==> src/rtl/unidade_load_store.sv <==
// unidade_load_store: load/store unit sitting in front of a word-wide data
// memory with synchronous read and write. It turns CPU byte/half/word
// accesses at byte addresses into word accesses. Sub-word stores are done
// as read-modify-write, and loads are lane-extracted and then sign- or
// zero-extended.
//
// Ports
//   Clock, Reset_n                 clock (rising edge), async active-low reset
//   Req_Read, Req_Write            load / store request, sampled in IDLE
//   Endereco, Tipo, Sem_Sinal      byte address, size (00 b, 01 h, 10 w), zero-extend
//   Dado_Escrita                   store data (sub-word stores use the low bits)
//   Ocupado, Pronto                busy flag, one-cycle completion pulse
//   Dado_Lido                      extended load result, held until the next load
//   Erro_Alinhamento               one-cycle error pulse
//   Mem_Read, Mem_Write            memory enables
//   Endereco_leitura/escrita       memory word addresses
//   Write_Data, Read_Data          memory data (Read_Data valid the cycle after Mem_Read)
//
// Build option: define LSU_ALIGN_TRAP_EN to make misaligned accesses signal
// Erro_Alinhamento instead of executing. Without it, they are force-aligned.
//
// state    | meaning
// IDLE     | waiting for a request
// ISSUE_RD | Mem_Read asserted for the latched word
// CAPTURE  | Read_Data valid: finish the load or merge the store lane
// WRITE    | Mem_Write asserted with the final word

module unidade_load_store #(
  parameter int DATA_WIDTH = 32,
  parameter int ADDR_WIDTH = 16
) (
  input  logic                  Clock,
  input  logic                  Reset_n,
  input  logic                  Req_Read,
  input  logic                  Req_Write,
  input  logic [31:0]           Endereco,
  input  logic [1:0]            Tipo,
  input  logic                  Sem_Sinal,
  input  logic [DATA_WIDTH-1:0] Dado_Escrita,
  output logic                  Ocupado,
  output logic                  Pronto,
  output logic [DATA_WIDTH-1:0] Dado_Lido,
  output logic                  Erro_Alinhamento,
  output logic                  Mem_Read,
  output logic                  Mem_Write,
  output logic [ADDR_WIDTH-1:0] Endereco_leitura,
  output logic [ADDR_WIDTH-1:0] Endereco_escrita,
  output logic [DATA_WIDTH-1:0] Write_Data,
  input  logic [DATA_WIDTH-1:0] Read_Data
);

  typedef enum logic [1:0] {IDLE, ISSUE_RD, CAPTURE, WRITE} state_t;

  state_t                state_q;
  logic                  is_store_q;
  logic [1:0]            tipo_q;
  logic [1:0]            off_q;
  logic                  sem_q;
  logic [ADDR_WIDTH-1:0] addr_q;
  logic [DATA_WIDTH-1:0] data_q;
  logic                  pronto_q, erro_q, mem_read_q, mem_write_q;
  logic [ADDR_WIDTH-1:0] rd_addr_q, wr_addr_q;
  logic [DATA_WIDTH-1:0] write_data_q, dado_lido_q;

  logic                  req;
  logic                  misaligned;
  logic [1:0]            off_al;
  logic [ADDR_WIDTH-1:0] word_addr;
  logic [DATA_WIDTH-1:0] lane_shifted;
  logic [DATA_WIDTH-1:0] load_ext;
  logic [DATA_WIDTH-1:0] merged;
  logic                  unused_addr;

  assign word_addr   = Endereco[ADDR_WIDTH+1:2];
  assign unused_addr = ^Endereco[31:ADDR_WIDTH+2];

  always_comb begin
    req        = Req_Read | Req_Write;
    misaligned = ((Tipo == 2'b01) && Endereco[0]) ||
                 ((Tipo == 2'b10) && (Endereco[1:0] != 2'b00));
    // The aligned offset is used when the trap is off. When the trap is on,
    // a misaligned access never gets latched, so the forcing is harmless.
    off_al = Endereco[1:0];
    if (Tipo == 2'b01) off_al = {Endereco[1], 1'b0};
    if (Tipo == 2'b10) off_al = 2'b00;
  end

  // Load path: shift the addressed lane down to bit 0, then extend it.
  always_comb begin
    lane_shifted = Read_Data >> {off_q, 3'b000};
    load_ext     = Read_Data;
    case (tipo_q)
      2'b00:   load_ext = {{24{~sem_q & lane_shifted[7]}},  lane_shifted[7:0]};
      2'b01:   load_ext = {{16{~sem_q & lane_shifted[15]}}, lane_shifted[15:0]};
      default: load_ext = Read_Data;
    endcase
  end

  // Store path: replace only the addressed lane of the word that was read.
  always_comb begin
    merged = Read_Data;
    case (tipo_q)
      2'b00: begin
        case (off_q)
          2'b00: merged[7:0]   = data_q[7:0];
          2'b01: merged[15:8]  = data_q[7:0];
          2'b10: merged[23:16] = data_q[7:0];
          2'b11: merged[31:24] = data_q[7:0];
        endcase
      end
      2'b01: begin
        if (off_q[1]) merged[31:16] = data_q[15:0];
        else          merged[15:0]  = data_q[15:0];
      end
      default: merged = data_q;
    endcase
  end

  always_ff @(posedge Clock or negedge Reset_n) begin
    if (!Reset_n) begin
      state_q      <= IDLE;
      is_store_q   <= 1'b0;
      tipo_q       <= 2'b00;
      off_q        <= 2'b00;
      sem_q        <= 1'b0;
      addr_q       <= '0;
      data_q       <= '0;
      pronto_q     <= 1'b0;
      erro_q       <= 1'b0;
      mem_read_q   <= 1'b0;
      mem_write_q  <= 1'b0;
      rd_addr_q    <= '0;
      wr_addr_q    <= '0;
      write_data_q <= '0;
      dado_lido_q  <= '0;
    end else begin
      pronto_q    <= 1'b0;
      erro_q      <= 1'b0;
      mem_read_q  <= 1'b0;
      mem_write_q <= 1'b0;
      case (state_q)
        IDLE: begin
          if (req) begin
            if (Tipo == 2'b11) begin
              erro_q <= 1'b1;
            end
`ifdef LSU_ALIGN_TRAP_EN
            else if (misaligned) begin
              erro_q <= 1'b1;
            end
`endif
            else begin
              is_store_q <= Req_Write;
              tipo_q     <= Tipo;
              off_q      <= off_al;
              sem_q      <= Sem_Sinal;
              addr_q     <= word_addr;
              data_q     <= Dado_Escrita;
              if (Req_Write && (Tipo == 2'b10)) begin
                state_q      <= WRITE;
                mem_write_q  <= 1'b1;
                wr_addr_q    <= word_addr;
                write_data_q <= Dado_Escrita;
              end else begin
                state_q    <= ISSUE_RD;
                mem_read_q <= 1'b1;
                rd_addr_q  <= word_addr;
              end
            end
          end
        end
        ISSUE_RD: state_q <= CAPTURE;
        CAPTURE: begin
          if (is_store_q) begin
            state_q      <= WRITE;
            mem_write_q  <= 1'b1;
            wr_addr_q    <= addr_q;
            write_data_q <= merged;
          end else begin
            state_q     <= IDLE;
            dado_lido_q <= load_ext;
            pronto_q    <= 1'b1;
          end
        end
        WRITE: begin
          state_q  <= IDLE;
          pronto_q <= 1'b1;
        end
        default: state_q <= IDLE;
      endcase
    end
  end

  assign Ocupado          = (state_q != IDLE);
  assign Pronto           = pronto_q;
  assign Dado_Lido        = dado_lido_q;
  assign Erro_Alinhamento = erro_q;
  assign Mem_Read         = mem_read_q;
  assign Mem_Write        = mem_write_q;
  assign Endereco_leitura = rd_addr_q;
  assign Endereco_escrita = wr_addr_q;
  assign Write_Data       = write_data_q;

  // misaligned is only consulted when the trap is built in
  logic unused_misaligned;
  assign unused_misaligned = misaligned;

endmodule

==> config.mk <==
export PLATFORM = sky130hd
export DESIGN_NAME = unidade_load_store
export DESIGN_NICKNAME = d
export VERILOG_FILES = /design/src/rtl/unidade_load_store.sv
export SDC_FILE = /design/constraint.sdc
export NUM_CORES = 1
export LEC_CHECK = 0
export ABC_AREA = 1
export ABC_CLOCK_PERIOD_IN_PS = 3800
export CAP_MARGIN = 20
export CORE_MARGIN = 2
export CORE_UTILIZATION = 50
export DETAILED_ROUTE_END_ITERATION = 10
export GPL_TIMING_DRIVEN = 0
export PLACE_DENSITY = 0.92
export SLEW_MARGIN = 15
export SYNTH_ARGS = -nofsm -noshare
export SYNTH_HDL_FRONTEND = slang
export SYNTH_SLANG_ARGS = --single-unit
==> constraint.sdc <==
create_clock -name Clock -period 3.8 [get_ports Clock]
set_input_delay 0.76 -clock Clock [delete_from_list [all_inputs] [get_ports Clock]]
set_output_delay 0.76 -clock Clock [all_outputs]
set_load 0.02 [all_outputs]
* Yosys cells after proc, flatten, opt, wreduce, memory -nomap -nowiden *
Cells that the tools add are included.

storage, ports and cells
  register bits = 156
  logic and storage cells = 87

cells by class
  equal/unequal tests = 14
  shift operators = 1
  muxes and demuxes = 39
  bitwise logic cells = 7
  reductions and logical operators = 11

operator list
  kind                                                 count
  case mux 32 bit (2 select lines)                     3
  2-to-1 mux 32 bit                                    4
  2-to-1 mux 16 bit                                    6
  2-to-1 mux 8 bit                                     4
  case mux 16 bit (2 select lines)                     1
  >> shifter 32 x 5 -> 16 bit                          1
  2-to-1 mux 1 bit                                     13
  equality test 2 bit, second input constant           6
  2-to-1 mux 2 bit                                     5
  equality test 2 x 1 -> 1 bit, second input constant  4
  != test 2 bit, second input constant                 4
  case mux 2 bit (4 select lines)                      1
  logical NOT 2 bit                                    3
  AND reduction 5 bit                                  1
  NOT 1 bit                                            4
  case mux 1 bit (2 select lines)                      2
  AND reduction 2 bit                                  2
  AND reduction 4 bit                                  1
  nonzero test 2 bit                                   2
  AND reduction 3 bit                                  1
  bitwise AND 1 bit                                    2
  logical AND 1 bit                                    1
  bitwise OR 1 bit                                     1

* Logic depth before layout (Yosys ltp) *
  depth after elaboration = 6
  depth in mapped cells = 11

* Worst setup path after synthesis *
No wires, ideal clock.

  kind = input -> register
  start point = input Req_Read
  end point = register is_store_q
  arrival time = 1.510 ns
  setup slack = 2.163 ns
  stages on the path = 7
  path buffers = 1
  path through = nor2_1 -> inv_1 -> nand3_2 -> buf_2 -> inv_1 -> nand2_1 -> o21ai_0

between the ends
  word-level cells in the longest chain between the ends = 2

ends and longest elaborated chain
  what                                  RTL line  RTL
  start: declaration                    34        input logic Req_Read,
  bitwise OR 1 bit                      78        req = Req_Read | Req_Write;
  AND reduction 3 bit (no source line)  --
  end signal: assignment                153       is_store_q <= Req_Write;
  end: declaration                      55        logic is_store_q;

No other way between the ends.
A chain may end at the register's enable or synchronous reset.

* Final worst setup path *
  start point = register state_q[1]
  end point = output Ocupado

between the ends
  word-level cells in the longest chain between the ends = 1

ends and longest elaborated chain
  what                      RTL line  RTL
  start: declaration        54        state_t state_q;
  start signal: assignment  121       state_q <= IDLE;
  start signal: assignment  160       state_q <= WRITE;
  start signal: assignment  165       state_q <= ISSUE_RD;
  nonzero test 2 bit        194       assign Ocupado = (state_q != IDLE);
  end: declaration          40        output logic Ocupado,

No other way between the ends.

==> impl_metrics.env <==
export IMPL_status="finished clean"
export IMPL_io_pins=204
export IMPL_synth_area_per_cell_um2=7.45
export IMPL_drv_cap=0
export IMPL_gp_congestion=1.04
export IMPL_hold_path_class="in -> async"
export IMPL_clkTransAtPathRegs_ns=0.07
export IMPL_rsz0062_at_grt="false"
export IMPL_p_int_mw=5.66
export IMPL_area_growth_pct=34.0
export IMPL_synth_seq_cells=156
export IMPL_path_buf_inv=2
export IMPL_finClkSkew_ns=0.0165
export IMPL_synth_edf_count=0
export IMPL_synth_main_ff_cell="dfrtp_1"
export IMPL_grt_pass1_vias=8449
export IMPL_cts_buffers=17
export IMPL_grt_max_degree=92
export IMPL_dpl_cell_area_mm2=0.0104
export IMPL_worst_setup_path_end_kind="primary output"
export IMPL_post_synth_top_count_cell="nand2_1"
export IMPL_via_per_inst=5.67
export IMPL_cts_tree="built"
export IMPL_worst_slew_pin_slew_ns=0.646
export IMPL_grt_use_total_pct=32.5
export IMPL_synth_top_cell_area_share_pct=47.8
export IMPL_worstPathMaxFanout=5
export IMPL_grt_pass1_wl_um=44400
export IMPL_cts_setup_buffers=0
export IMPL_p_comb_share_pct=55.2
export IMPL_antenna_found_initial=1
export IMPL_die_area_mm2=0.0174
export IMPL_rows=46
export IMPL_fp_dieH_um=132
export IMPL_relSlewSlack_pct=56.9
export IMPL_synth_seq_area_share_pct=47.8
export IMPL_synth_common_cells="nand2_1 (389), dfrtp_1 (156), inv_1 (108)"
export IMPL_slowest_stage="clkdlybuf4s50_1"
export IMPL_power_frac_seq_pct=28.8
export IMPL_worstPathRequired_ns=3.04
export IMPL_die_w_um=132
export IMPL_p_sw_mw=5.02
export IMPL_yosysWarnings=0
export IMPL_synth_area_leaders="dfrtp_1 (48%), nand2_1 (18%), o21ai_0 (5.3%), a21oi_1 (5.2%), nand3_1 (5.1%)"
export IMPL_vdd_drop_max_v=0.000613
export IMPL_drt_initial_drc_count=885
export IMPL_drc=0
export IMPL_drv_slew=0
export IMPL_path_cells="nor2_4 -> inv_2 -> clkdlybuf4s50_1"
export IMPL_fin_area_mm2=0.0109
export IMPL_async_reset_ff_share_pct=100
export IMPL_wl_per_cell_um=18.5
export IMPL_min_period_over_period_pct=64.7
export IMPL_p_clk_share_pct=16.0
export IMPL_fmax_mhz=407
export IMPL_wirelength_um=28300
export IMPL_synth_cell_type_count=34
export IMPL_grt_overflow=0
export IMPL_critPathMaxStageDelay_ns=0.54
export IMPL_hpwlAfterDp_um=20600
export IMPL_h_tree_depth=4
export IMPL_synth_nets=1198
export IMPL_setup_violations=0
export IMPL_hold_buffers=0
export IMPL_clock_root_buffer="clkbuf_16"
export IMPL_yosys_area_top_type="dfrtp_1"
export IMPL_p_leak_nw=5.35
export IMPL_hold_violations=0
export IMPL_clockBufferDepth=2
export IMPL_cts_sinks=156
export IMPL_layout_nets=1407
export IMPL_port_buffers=189
export IMPL_switching_share_pct=47.0
export IMPL_hold_slack_ns=0.253
export IMPL_power_density_mw_per_mm2=976
export IMPL_arrival_ns=1.70
export IMPL_coreArea_mm2=0.0159
export IMPL_start_kind="flip-flop"
export IMPL_ant_nets=0
export IMPL_worstSetupPathType="reg -> out"
export IMPL_vias=8680
export IMPL_clk_latency_ns=0.43
export IMPL_syn_area_mm2=0.00816
export IMPL_fin_crit_ns=2.46
export IMPL_initial_core_util_pct=51.2
export IMPL_crit_family="buffers and inverters"
export IMPL_firstDrtPassIters=7
export IMPL_num_antenna_cells=0
export IMPL_ctsResizeCount=0
export IMPL_layout_drive_gt1_share_pct=7.60
export IMPL_syn_instance_count=1095
==> worst paths after layout <==
| check | from | end | slack, ns | cells past startpoint |
|---|---|---|---|---|
| worst max-delay path | state_q[1] | Ocupado | 1.34 | 3 |
| worst min-delay path | Reset_n | Mem_Write | 0.25 | 1 |
| worst max register to register | tipo_q[1] | Write_Data[8] | 2.05 | 7 |
| worst min register to register | Write_Data[21] | Write_Data[21] | 0.48 | 2 |
| max in group asynchronous | Reset_n | Dado_Lido[17] | 2.71 | 2 |
| min in group Clock | Write_Data[21] | Write_Data[21] | 0.48 | 2 |
==> routing by layer <==
layer	track usage (%)	up-vias	routed length (µm)
li1	-	3915	-
met1	42.4	4094	11100
met2	51.2	556	13100
met3	7.69	113	2680
met4	16.2	2	1330
met5	0	-	13
==> power groups by stage <==
stage | sequential, mW | clock (mW) | combinational (mW)
after floorplan | 3.57 | 0 | 2.89
after global placement | 3.02 | 0 | 5.56
after detailed placement | 3.04 | 0 | 5.74
after CTS | 3.04 | 1.71 | 5.82
after global routing | 3.14 | 1.78 | 6.38
final | 3.07 | 1.71 | 5.89
==> kinds of logic after synthesis <==
logic type             Yosys count  share of synthesized area, %
flip-flops                     156                          47.8
AND/OR/NAND/NOR                548                          28.6
AO/OA/AOI/OAI                  213                          14.3
buffers and inverters          178                          9.24
==> area by class of cell <==
class | count | area, µm²
buffer | 60 | 309
clock buffer | 18 | 429
clock inverter | 13 | 149
fill | 1294 | 5010
inverter | 118 | 445
multi-input combinational | 761 | 3500
sequential | 156 | 3900
tap | 216 | 270
timing repair buffer | 190 | 1920
==> through the flow <==
step / cells / utilization [%] / worst slack, ns / total power [mW] / TNS [ns]
2_1_floorplan: 1095 / - / 2.16 / 6.45 / 0
3_3_place_gp: 1500 / 64.8 / -4.19 / 8.58 / -652.37
3_5_place_dp: 1501 / 65.0 / 1.29 / 8.78 / 0
4_1_cts: 1532 / 68.6 / 1.34 / 10.6 / 0
5_1_grt: 1532 / 68.6 / 1.30 / 11.3 / 0
6_report: 1532 / 68.6 / 1.34 / 10.7 / 0
==> state kept, by name (all words and copies together), names as in the netlist, 2 cells and up <==
signal,count
Dado_Lido,32
tipo_q,2
Endereco_escrita,16
data_q,32
Write_Data,32
addr_q,16
state_q,2
off_q,2
Endereco_leitura,16
==> placed cells by master, fill, tap and decap left out, drive strengths merged, types with 27 or more instances in the layout <==
cell	count
clkbuf	40
o21ai	88
nand2	396
or2	28
buf	40
clkdlybuf4s50	188
dfrtp	156
o211ai	30
nand3	86
nor2	27
a21oi	86
inv	126
Power figures use the tool's default switching activity.
